**config.mk**
```make
export PLATFORM = sky130hd
export DESIGN_NAME = apb_master_ctrl
export DESIGN_NICKNAME = d
export VERILOG_FILES = /design/src/rtl/apb_master_pkg.sv /design/src/rtl/apb_timeout_cnt.sv /design/src/rtl/apb_master_ctrl.sv
export SDC_FILE = /design/constraint.sdc
export NUM_CORES = 1
export LEC_CHECK = 0
export CAP_MARGIN = 20
export CORE_ASPECT_RATIO = 1.1
export CORE_MARGIN = 1
export CORE_UTILIZATION = 43
export DETAILED_ROUTE_END_ITERATION = 16
export GPL_TIMING_DRIVEN = 0
export PLACE_DENSITY = 0.85
export SKIP_LAST_GASP = 1
export SYNTH_ARGS = -nofsm -noshare
export SYNTH_HDL_FRONTEND = slang
export SYNTH_SLANG_ARGS = --single-unit
```
**constraint.sdc**
```tcl
create_clock -name apb_clk_in -period 5.3 [get_ports apb_clk_in]
set_clock_uncertainty 0.2 [all_clocks]
set_input_delay 1.59 -clock apb_clk_in [delete_from_list [all_inputs] [get_ports apb_clk_in]]
set_output_delay 1.59 -clock apb_clk_in [all_outputs]
set_load 0.1 [all_outputs]
```
**src/rtl/apb_master_pkg.sv**
```systemverilog
// Shared definitions for the APB3 requester: FSM encoding, timeout counter
// sizing and the response codes carried back to the command side.
package apb_master_pkg;

  typedef logic [1:0] state_t;
  localparam state_t IDLE   = 2'd0;
  localparam state_t SETUP  = 2'd1;
  localparam state_t ACCESS = 2'd2;

  localparam int DEFAULT_TIMEOUT_CYCLE = 6;

  // Response codes are packed as {timeout, slverr}.
  typedef logic [1:0] rsp_code_t;
  localparam rsp_code_t RSP_OKAY    = 2'b00;
  localparam rsp_code_t RSP_SLVERR  = 2'b01;
  localparam rsp_code_t RSP_TIMEOUT = 2'b11;

  function automatic int timeout_cnt_width(input int timeout_cycle);
    int w;
    w = $clog2(timeout_cycle + 1);
    return (w < 1) ? 1 : w;
  endfunction

endpackage

```
**src/rtl/apb_timeout_cnt.sv**
```systemverilog
// Saturating wait-state counter with clear/enable and an expire flag that
// marks the last permitted cycle; TIMEOUT_CYCLE = 0 never expires.
module apb_timeout_cnt
  import apb_master_pkg::*;
#(
  parameter int TIMEOUT_CYCLE = DEFAULT_TIMEOUT_CYCLE
) (
  input  logic clk_in,
  input  logic rstn_in,
  input  logic clear_in,
  input  logic enable_in,
  output logic expire_out
);

  localparam int   CNT_W   = timeout_cnt_width(TIMEOUT_CYCLE);
  localparam int   LAST    = (TIMEOUT_CYCLE > 0) ? TIMEOUT_CYCLE - 1 : 0;
  localparam logic ENABLED = (TIMEOUT_CYCLE > 0);

  logic [CNT_W-1:0] count_d, count_q;

  always_comb begin
    count_d = count_q;
    if (clear_in) begin
      count_d = '0;
    end else if (enable_in && (count_q != {CNT_W{1'b1}})) begin
      count_d = count_q + CNT_W'(1);
    end
  end

  always_ff @(posedge clk_in) begin
    if (!rstn_in) begin
      count_q <= '0;
    end else begin
      count_q <= count_d;
    end
  end

  assign expire_out = ENABLED && (count_q == CNT_W'(LAST));

endmodule

```
**src/rtl/apb_master_ctrl.sv**
```systemverilog
// APB3 initiator: turns a valid/ready command into a SETUP/ACCESS transfer
// and returns a one-cycle response, aborting slaves that stall too long.
module apb_master_ctrl
  import apb_master_pkg::*;
#(
  parameter int APB_DATA_WIDTH = 32,
  parameter int APB_ADDR_WIDTH = 32,
  parameter int TIMEOUT_CYCLE  = DEFAULT_TIMEOUT_CYCLE
) (
  input  logic                        apb_clk_in,
  input  logic                        apb_rstn_in,
  input  logic                        cmd_valid_in,
  output logic                        cmd_ready_out,
  input  logic [APB_ADDR_WIDTH-1:0]   cmd_addr_in,
  input  logic                        cmd_write_in,
  input  logic [APB_DATA_WIDTH-1:0]   cmd_wdata_in,
  input  logic [APB_DATA_WIDTH/8-1:0] cmd_strb_in,
  output logic                        rsp_valid_out,
  output logic [APB_DATA_WIDTH-1:0]   rsp_rdata_out,
  output logic                        rsp_slverr_out,
  output logic                        rsp_timeout_out,
  output logic [APB_ADDR_WIDTH-1:0]   apb_addr_out,
  output logic                        apb_psel_out,
  output logic                        apb_penable_out,
  output logic                        apb_write_out,
  output logic [APB_DATA_WIDTH-1:0]   apb_wdata_out,
  output logic [APB_DATA_WIDTH/8-1:0] apb_strb_out,
  input  logic [APB_DATA_WIDTH-1:0]   apb_rdata_in,
  input  logic                        apb_ready_in,
  input  logic                        apb_slverr_in
);

  localparam int STRB_W = APB_DATA_WIDTH / 8;

  state_t                    state_d, state_q;
  logic                      cmd_ready_d, cmd_ready_q;
  logic                      psel_d, psel_q;
  logic                      penable_d, penable_q;
  logic [APB_ADDR_WIDTH-1:0] addr_d, addr_q;
  logic                      write_d, write_q;
  logic [APB_DATA_WIDTH-1:0] wdata_d, wdata_q;
  logic [STRB_W-1:0]         strb_d, strb_q;
  logic                      rsp_valid_d, rsp_valid_q;
  logic [APB_DATA_WIDTH-1:0] rsp_rdata_d, rsp_rdata_q;
  rsp_code_t                 rsp_code_d, rsp_code_q;
  logic                      expire;

  apb_timeout_cnt #(
    .TIMEOUT_CYCLE(TIMEOUT_CYCLE)
  ) u_timeout_cnt (
    .clk_in    (apb_clk_in),
    .rstn_in   (apb_rstn_in),
    .clear_in  (state_q == SETUP),
    .enable_in ((state_q == ACCESS) && !apb_ready_in),
    .expire_out(expire)
  );

  always_comb begin
    state_d     = state_q;
    cmd_ready_d = cmd_ready_q;
    psel_d      = psel_q;
    penable_d   = penable_q;
    addr_d      = addr_q;
    write_d     = write_q;
    wdata_d     = wdata_q;
    strb_d      = strb_q;
    rsp_valid_d = 1'b0;
    rsp_rdata_d = rsp_rdata_q;
    rsp_code_d  = rsp_code_q;
    case (state_q)
      IDLE: begin
        if (cmd_valid_in && cmd_ready_q) begin
          addr_d      = cmd_addr_in;
          write_d     = cmd_write_in;
          wdata_d     = cmd_wdata_in;
          strb_d      = cmd_write_in ? cmd_strb_in : '0;
          state_d     = SETUP;
          cmd_ready_d = 1'b0;
          psel_d      = 1'b1;
          penable_d   = 1'b0;
        end
      end
      SETUP: begin
        state_d   = ACCESS;
        penable_d = 1'b1;
      end
      ACCESS: begin
        // Completion wins over an expiring timeout in the same cycle.
        if (apb_ready_in || expire) begin
          state_d     = IDLE;
          cmd_ready_d = 1'b1;
          psel_d      = 1'b0;
          penable_d   = 1'b0;
          rsp_valid_d = 1'b1;
          if (apb_ready_in) begin
            rsp_rdata_d = write_q ? '0 : apb_rdata_in;
            rsp_code_d  = apb_slverr_in ? RSP_SLVERR : RSP_OKAY;
          end else begin
            rsp_rdata_d = '0;
            rsp_code_d  = RSP_TIMEOUT;
          end
        end
      end
      default: begin
        state_d     = IDLE;
        cmd_ready_d = 1'b1;
        psel_d      = 1'b0;
        penable_d   = 1'b0;
      end
    endcase
  end

  always_ff @(posedge apb_clk_in) begin
    if (!apb_rstn_in) begin
      state_q     <= IDLE;
      cmd_ready_q <= 1'b1;
      psel_q      <= 1'b0;
      penable_q   <= 1'b0;
      addr_q      <= '0;
      write_q     <= 1'b0;
      wdata_q     <= '0;
      strb_q      <= '0;
      rsp_valid_q <= 1'b0;
      rsp_rdata_q <= '0;
      rsp_code_q  <= RSP_OKAY;
    end else begin
      state_q     <= state_d;
      cmd_ready_q <= cmd_ready_d;
      psel_q      <= psel_d;
      penable_q   <= penable_d;
      addr_q      <= addr_d;
      write_q     <= write_d;
      wdata_q     <= wdata_d;
      strb_q      <= strb_d;
      rsp_valid_q <= rsp_valid_d;
      rsp_rdata_q <= rsp_rdata_d;
      rsp_code_q  <= rsp_code_d;
    end
  end

  assign cmd_ready_out   = cmd_ready_q;
  assign apb_psel_out    = psel_q;
  assign apb_penable_out = penable_q;
  assign apb_addr_out    = addr_q;
  assign apb_write_out   = write_q;
  assign apb_wdata_out   = wdata_q;
  assign apb_strb_out    = strb_q;
  assign rsp_valid_out   = rsp_valid_q;
  assign rsp_rdata_out   = rsp_rdata_q;
  assign rsp_slverr_out  = rsp_code_q[0];
  assign rsp_timeout_out = rsp_code_q[1];

endmodule

```
# --- Yosys cells after proc, flatten, opt, wreduce, memory -nomap -nowiden ---
# Cells that the tools add are included.
totals:
  regBits: 112
  inputBits: 106
  output_inout_bits: 107
op_classes:
  n_addsub: 1
  n_eq_ne: 6
  mux: 16
  bitwise_logic: 2
  n_reduce_logical: 12
ops:
  columns: ["operator", "n"]
  rows:
  - ["$mux W32", 2]
  - ["$pmux W1 S3", 3]
  - ["$reduce_and A2 Y1", 4]
  - ["$mux W1", 6]
  - ["$mux W2", 3]
  - ["$pmux W2 S3", 1]
  - ["$mux W4", 1]
  - ["$add A3 B1 Y3 const B", 1]
  - ["$eq A3 B3 Y1 const B", 1]
  - ["$logic_and A1 B1 Y1", 3]
  - ["$ne A3 B3 Y1 const B", 1]
  - ["$reduce_and A3 Y1", 1]
  - ["$eq A2 B1 Y1 const B", 1]
  - ["$eq A2 B2 Y1 const B", 1]
  - ["$logic_not A2 Y1", 1]
  - ["$ne A2 B1 Y1 const B", 1]
  - ["$ne A2 B2 Y1 const B", 1]
  - ["$not A1 Y1", 2]
  - ["$reduce_or A2 Y1", 1]
  - ["$logic_not A1 Y1", 1]
  - ["$logic_or A1 B1 Y1", 1]

# --- Depth between registers and ports, before layout ---
# Gate-level depths: netlist (run 1).
logic_depth:
  word_depth: 4
  mapped_depth: 8

# --- Cells and area by module ---
# Synthesis (run 1) repeated with hierarchy kept, for this count alone.
unflattened:
  cells_unflattened: 419
  hier_area_um2: 3799.9
by_module_without_submodules:
  columns: ["module", "instances", "cells_each", "area_per_inst_um2"]
  rows:
  - ["apb_master_ctrl", 1, 403, 3629.7]
  - ["apb_timeout_cnt", 1, 16, 170.2]

# --- Worst setup path after synthesis (run 1) ---
# Ideal clock, no wire load.
synth_path:
  path_type: "reg-to-output"
  startpoint: "register penable_q (netlist: apb_penable_out)"
  endpoint: "output apb_penable_out"
  t_arrival_ps: 1012
  required_time_ps: 3510
  setup_slack_ps: 2498
  path_stages_with_launch: 1
  n_path_buf: 0
  path_cell_list: "dfxtp_1"
synth_rtl:
  columns: ["element", "line_no", "source"]
  rows:
  - ["start, declared", "apb_master_ctrl.sv:38", "logic penable_d, penable_q;"]
  - ["start signal, assigned", "apb_master_ctrl.sv:130", "penable_q <= penable_d;"]
  - ["end, declared", "apb_master_ctrl.sv:24", "output logic apb_penable_out,"]
# No word-level cell between the ends.

# --- Worst setup path in the final report (run 1) ---
layout_path:
  startpoint: "register penable_q (netlist: apb_penable_out)"
  endpoint: "output apb_penable_out"
# No word-level cell between the ends.

==> results_dict.tcl, run 1 <==
set metrics [dict create \
    route.detailed.drc 0 \
    hold_violations 0 \
    cts-root-buf "clkbuf_8" \
    fin_tns_setup_ns 0 \
    synth_edf_count 0 \
    die_y_um 107 \
    finalSetupViolations 0 \
    yosys_warnings 0 \
    yosys_most_used_dff "dfxtp_1" \
    criticalPathCategory "reg -> out" \
    grt_pass1_vias 4265 \
    syn_to_final_growth_pct 56.9 \
    fmax_ghz 0.260 \
    gp_congestion 0.784 \
    port_buffers 212 \
    core_area_mm2 0.00954 \
    drt_iter0_markers 141 \
    dpl.hpwl_mm 9.69 \
    period_share 0.724 \
    grt_overflow_total 0 \
    layout.nets 822 \
    cp_top_family "buffers and inverters" \
    path_cells "clkdlybuf4s50_1" \
    pin_count 213 \
    maxSlewViolCount 0 \
    dieArea_mm2 0.0104 \
    grt_usage 0.242 \
    antenna_found_initial 0 \
    netlist_top_cells_count "nand2_1, dfxtp_1, a21boi_1" \
    worst_slew_pin_slew_ns 1.02 \
    htreeDepth 3 \
    fin_ws_ns 1.46 \
    syn_nets 599 \
    ant_nets 0 \
    dr.pass1.iters 6 \
    start_kind "register" \
    rows 37 \
    synth_area_leaders "dfxtp_1, nand2_1, a21boi_1" \
    max-cap-violations 0 \
    crit_fanout 9 \
    yosysSeqAreaShare 0.516 \
    synth_seq_cells 111 \
    synth.distinct_cells 33 \
    arrival_ns 2.05 \
    drive_gt1_frac 0.0682 \
    slew_headroom 0.318 \
    grt_max_degree 19 \
    vias 4209 \
    avgRoutedWirePerCell_um 15.1 \
    pre_cts_ws_ns 1.81 \
    die_x_um 97.4 \
    insertion_delay_ns 0.36 \
    hold_buffers 0 \
    synthCells 490 \
    num_antenna_cells 0 \
    cts_buffer_depth 2 \
    synth_top_area_frac 0.516 \
    crit_buf_inv 1 \
    path_clk_slew_ns 0.11 \
    grt_setup_unrepaired "false" \
    cts_tree "yes" \
    initial_utilization 0.451 \
    critPathCaptureType "output port" \
    post_cts_resized 0 \
    yosysMostFrequentCell "nand2_1" \
    finalPower_mw 2.00 \
    ys_async_sr_fraction 0 \
    syn-cell-area_mm2 0.00430 \
    yosysTopAreaCell "dfxtp_1" \
    clock-sinks 111 \
    leakagePower_nw 2.54 \
    synth.avg_cell_area_um2 8.78 \
    cts_setup_buffers 0 \
    cp_data_required_time_ns 3.51 \
    ir_worst_vdd_uv 155 \
    run_status "completed" \
    powerDensity_mw_per_mm2 297 \
    max_stage_delay_ns 1.20 \
    min_path_type "reg -> reg" \
    numCtsBuffers 9 \
    fin_crit_ns 3.84 \
    routed_wl_mm 12.6 \
    grt_pass1_wl_mm 20.3 \
    viasPerCell 5.04 \
    crit_slowest_cell "clkdlybuf4s50_1" \
]
==> stage by stage <==
stage               area, um2   util  std cells  hold slack, ns
finish                   6750  0.708        835           0.258
CTS                      6750  0.708        835           0.258
floorplan                4300      -        490           0.290
global placement         6570  0.689        819           0.238
detailed placement       6570  0.689        819           0.244
global route             6750  0.708        835           0.283
==> kinds of logic after synthesis <==
group,synth area share
AOI/OAI and AO/OA,0.239
xor gates and xnor gates,0.00204
adders and majority gates,0.00872
buffers and inverters,0.0546
DFF,0.516
muxes,0.00233
and+or+nand+nor,0.177
==> flip-flops by register name (all words and copies together) (netlist names), 2 cells and up <==
signal,cells
rsp_code_q,2
rsp_rdata_out,32
u_timeout_cnt.count_q,3
apb_addr_out,32
apb_wdata_out,32
apb_strb_out,4
==> metal layers <==
metal  track usage  up-vias  share of wire
met2         0.435      186           0.50
met5             0        -              0
li1              -     2083              -
met4        0.0893        0          0.024
met1         0.271     1916           0.40
met3        0.0704       24          0.081
==> final cells by class <==
cell class	count	area [um2]
buffer	43	231
clock buffer	10	138
clock inverter	6	42.5
fill	744	2780
inverter	1	3.75
multi-input combinational	335	1850
sequential	111	2220
tap	117	146
timing repair buffer	212	2120
==> where the power goes <==
part | internal [mW] | switching (mW) | leakage, nW
sequential | 0.878 | 0.0250 | 0.904
clock | 0.186 | 0.285 | 0.0891
combinational | 0.191 | 0.440 | 1.55
total | 1.26 | 0.750 | 2.54
==> path summary, 6_finish.rpt <==
path,depth (start not counted),slack [ns],from,end
worst max-delay path,1,1.46,apb_penable_out,apb_penable_out
worst min-delay path,2,0.26,apb_addr_out[8],apb_addr_out[8]
worst max register to register,6,3.41,u_timeout_cnt.count_q[0],rsp_rdata_out[22]
worst min register to register,2,0.26,apb_addr_out[8],apb_addr_out[8]
==> cell usage in the layout (no fill, tap or decap), drive strengths merged, types with 2 or more instances in the layout <==
cell type      synthesis  final
a21oi                 32     32
nand2b                 2      2
and2                   2      2
o21a                   2      2
nand2                170    170
clkdlybuf4s50          0    212
nor2                   4      4
ha                     3      3
clkinvlp               0      2
clkinv                 0      2
nor2b                  2      2
nand3                  4      4
a31o                  32     32
a21boi                69     69
dfxtp                111    111
clkbuf                16     26
inv                    1      3
buf                   27     27
(Power assumes the default switching activity.)
==> run 2, diff against run 1 <==
--- a/config.mk
+++ b/config.mk
@@ -8,10 +8,10 @@
 export CAP_MARGIN = 20
 export CORE_ASPECT_RATIO = 1.1
 export CORE_MARGIN = 1
-export CORE_UTILIZATION = 43
+export CORE_UTILIZATION = 40
 export DETAILED_ROUTE_END_ITERATION = 16
 export GPL_TIMING_DRIVEN = 0
-export PLACE_DENSITY = 0.85
+export PLACE_DENSITY = 0.8
 export SKIP_LAST_GASP = 1
 export SYNTH_ARGS = -nofsm -noshare
 export SYNTH_HDL_FRONTEND = slang
==> constraint.sdc (replaced) <==
create_clock -name apb_clk_in -period 3.9 [get_ports apb_clk_in]
set_clock_uncertainty 0.2 [all_clocks]
set_input_delay 1.17 -clock apb_clk_in [delete_from_list [all_inputs] [get_ports apb_clk_in]]
set_output_delay 1.17 -clock apb_clk_in [all_outputs]
set_load 0.1 [all_outputs]
==> run 2 against run 1 <==
Net effect:
- clock power increased by 130%
- combinational power increased by 36%
- hold slack got worse by 0.0080 ns
- routed wire length about the same
- clock-buffer cell count unchanged
- die area increased by 7.4%
- largest cell class unchanged
- largest power group unchanged
==> results_dict.tcl, run 2 (synthesized netlist as in run 1, its figures left out) <==
set metrics [dict create \
    run_status "completed" \
    crit_slowest_cell "clkdlybuf4s50_1" \
    max-cap-violations 0 \
    powerDensity_mw_per_mm2 457 \
    layout.nets 822 \
    max_stage_delay_ns 1.19 \
    initial_utilization 0.412 \
    period_share 0.865 \
    syn_to_final_growth_pct 61.9 \
    reg2reg_depth 6 \
    drt_iter0_markers 104 \
    vias 4221 \
    grt_setup_unrepaired "false" \
    r2r_start "u_timeout_cnt.count_q[0]" \
    die_y_um 111 \
    port_buffers 212 \
    fin_crit_ns 3.37 \
    start_kind "register" \
    cts_setup_buffers 0 \
    cp_data_required_time_ns 2.53 \
    viasPerCell 4.90 \
    die_x_um 101 \
    layout_commonest_cell "clkdlybuf4s50_1" \
    min_path_cells 2 \
    pin_count 213 \
    dpl.hpwl_mm 9.55 \
    clock-sinks 111 \
    crit_buf_inv 1 \
    finalPower_mw 3.18 \
    whs_endpoint "apb_wdata_out[29]" \
    gp_congestion 0.763 \
    cts_tree "yes" \
    grt_overflow_total 0 \
    final_cell_mix "clkdlybuf4s50_1, nand2_1, dfxtp_1, a21boi_1, a21oi_1" \
    critPathCaptureType "output port" \
    route.detailed.drc 0 \
    grt_pass1_vias 4299 \
    finalSetupViolations 0 \
    avgRoutedWirePerCell_um 14.6 \
    path_cells "clkdlybuf4s50_1" \
    cts_buffer_depth 2 \
    slew_headroom 0.311 \
    hold_violations 0 \
    post_cts_resized 0 \
    arrival_ns 2.00 \
    num_antenna_cells 0 \
    criticalPathCategory "reg -> out" \
    cp_top_family "buffers and inverters" \
    routed_wl_mm 12.6 \
    hold_buffers 0 \
    holdCritStartpoint "apb_wdata_out[29]" \
    drive_gt1_frac 0.0669 \
    leakagePower_nw 2.63 \
    dieArea_mm2 0.0112 \
    fmax_ghz 0.297 \
    crit_fanout 9 \
    fin_tns_setup_ns 0 \
    htreeDepth 3 \
    ant_nets 0 \
    grt_max_degree 18 \
    maxSlewViolCount 0 \
    dr.pass1.iters 5 \
    insertion_delay_ns 0.34 \
    rows 39 \
    n_fill_cell 895 \
    cts-root-buf "clkbuf_16" \
    r2r_end "rsp_rdata_out[12]" \
    min_path_type "reg -> reg" \
    grt_pass1_wl_mm 20.3 \
    numCtsBuffers 9 \
    path_clk_slew_ns 0.07 \
    reg2reg_slack_ns 1.98 \
    grt_usage 0.232 \
    antenna_found_initial 0 \
    worst_slew_pin_slew_ns 1.03 \
    ir_worst_vdd_uv 242 \
    crit_start "apb_penable_out" \
    core_area_mm2 0.0104 \
]
## run 2: through the flow
step           cells  hold slack, ns   util  setup slack (ns)  area [um2]
2_1_floorplan    490           0.290      -              1.52        4300
3_3_place_gp     845           0.235  0.633             0.856        6610
3_5_place_dp     845           0.244  0.633             0.770        6610
4_1_cts          861           0.253  0.667             0.512        6970
5_1_grt          861           0.267  0.667             0.466        6970
6_report         861           0.250  0.667             0.528        6970
## run 2: metal layers
metal	global-route usage	routed length [um]	part of all wire
met1	0.248	4960	0.39
met2	0.418	6250	0.50
met3	0.0694	1110	0.088
met4	0.0937	280	0.022
met5	0	0	0
## run 2: area by class of cell
cell class,instances,area [um2],share of cell area
buffer,43,231,0.0332
clock buffer,10,229,0.0329
clock inverter,6,133,0.0190
inverter,1,3.75,0.000539
multi-input combinational,335,1850,0.265
sequential,111,2220,0.319
tap,143,179,0.0257
timing repair buffer,212,2120,0.305
## run 2: power breakdown
group          total, mW  switching (mW)  internal, mW  leakage [nW]
Clock               1.10           0.403         0.692         0.173
Sequential          1.23          0.0330          1.19         0.904
Combinational      0.860           0.600         0.260          1.55
Total               3.18            1.04          2.14          2.63
## run 2: worst max-delay path by stage
stage | to | slack [ns] | cells after the start
after CTS | apb_penable_out | 0.51 | 1
after floorplan | apb_penable_out | 1.52 | 0
after global placement | rsp_rdata_out[12] | 0.86 | 6
after global routing | apb_penable_out | 0.47 | 1
after detailed placement | rsp_rdata_out[12] | 0.77 | 6
final | apb_penable_out | 0.53 | 1
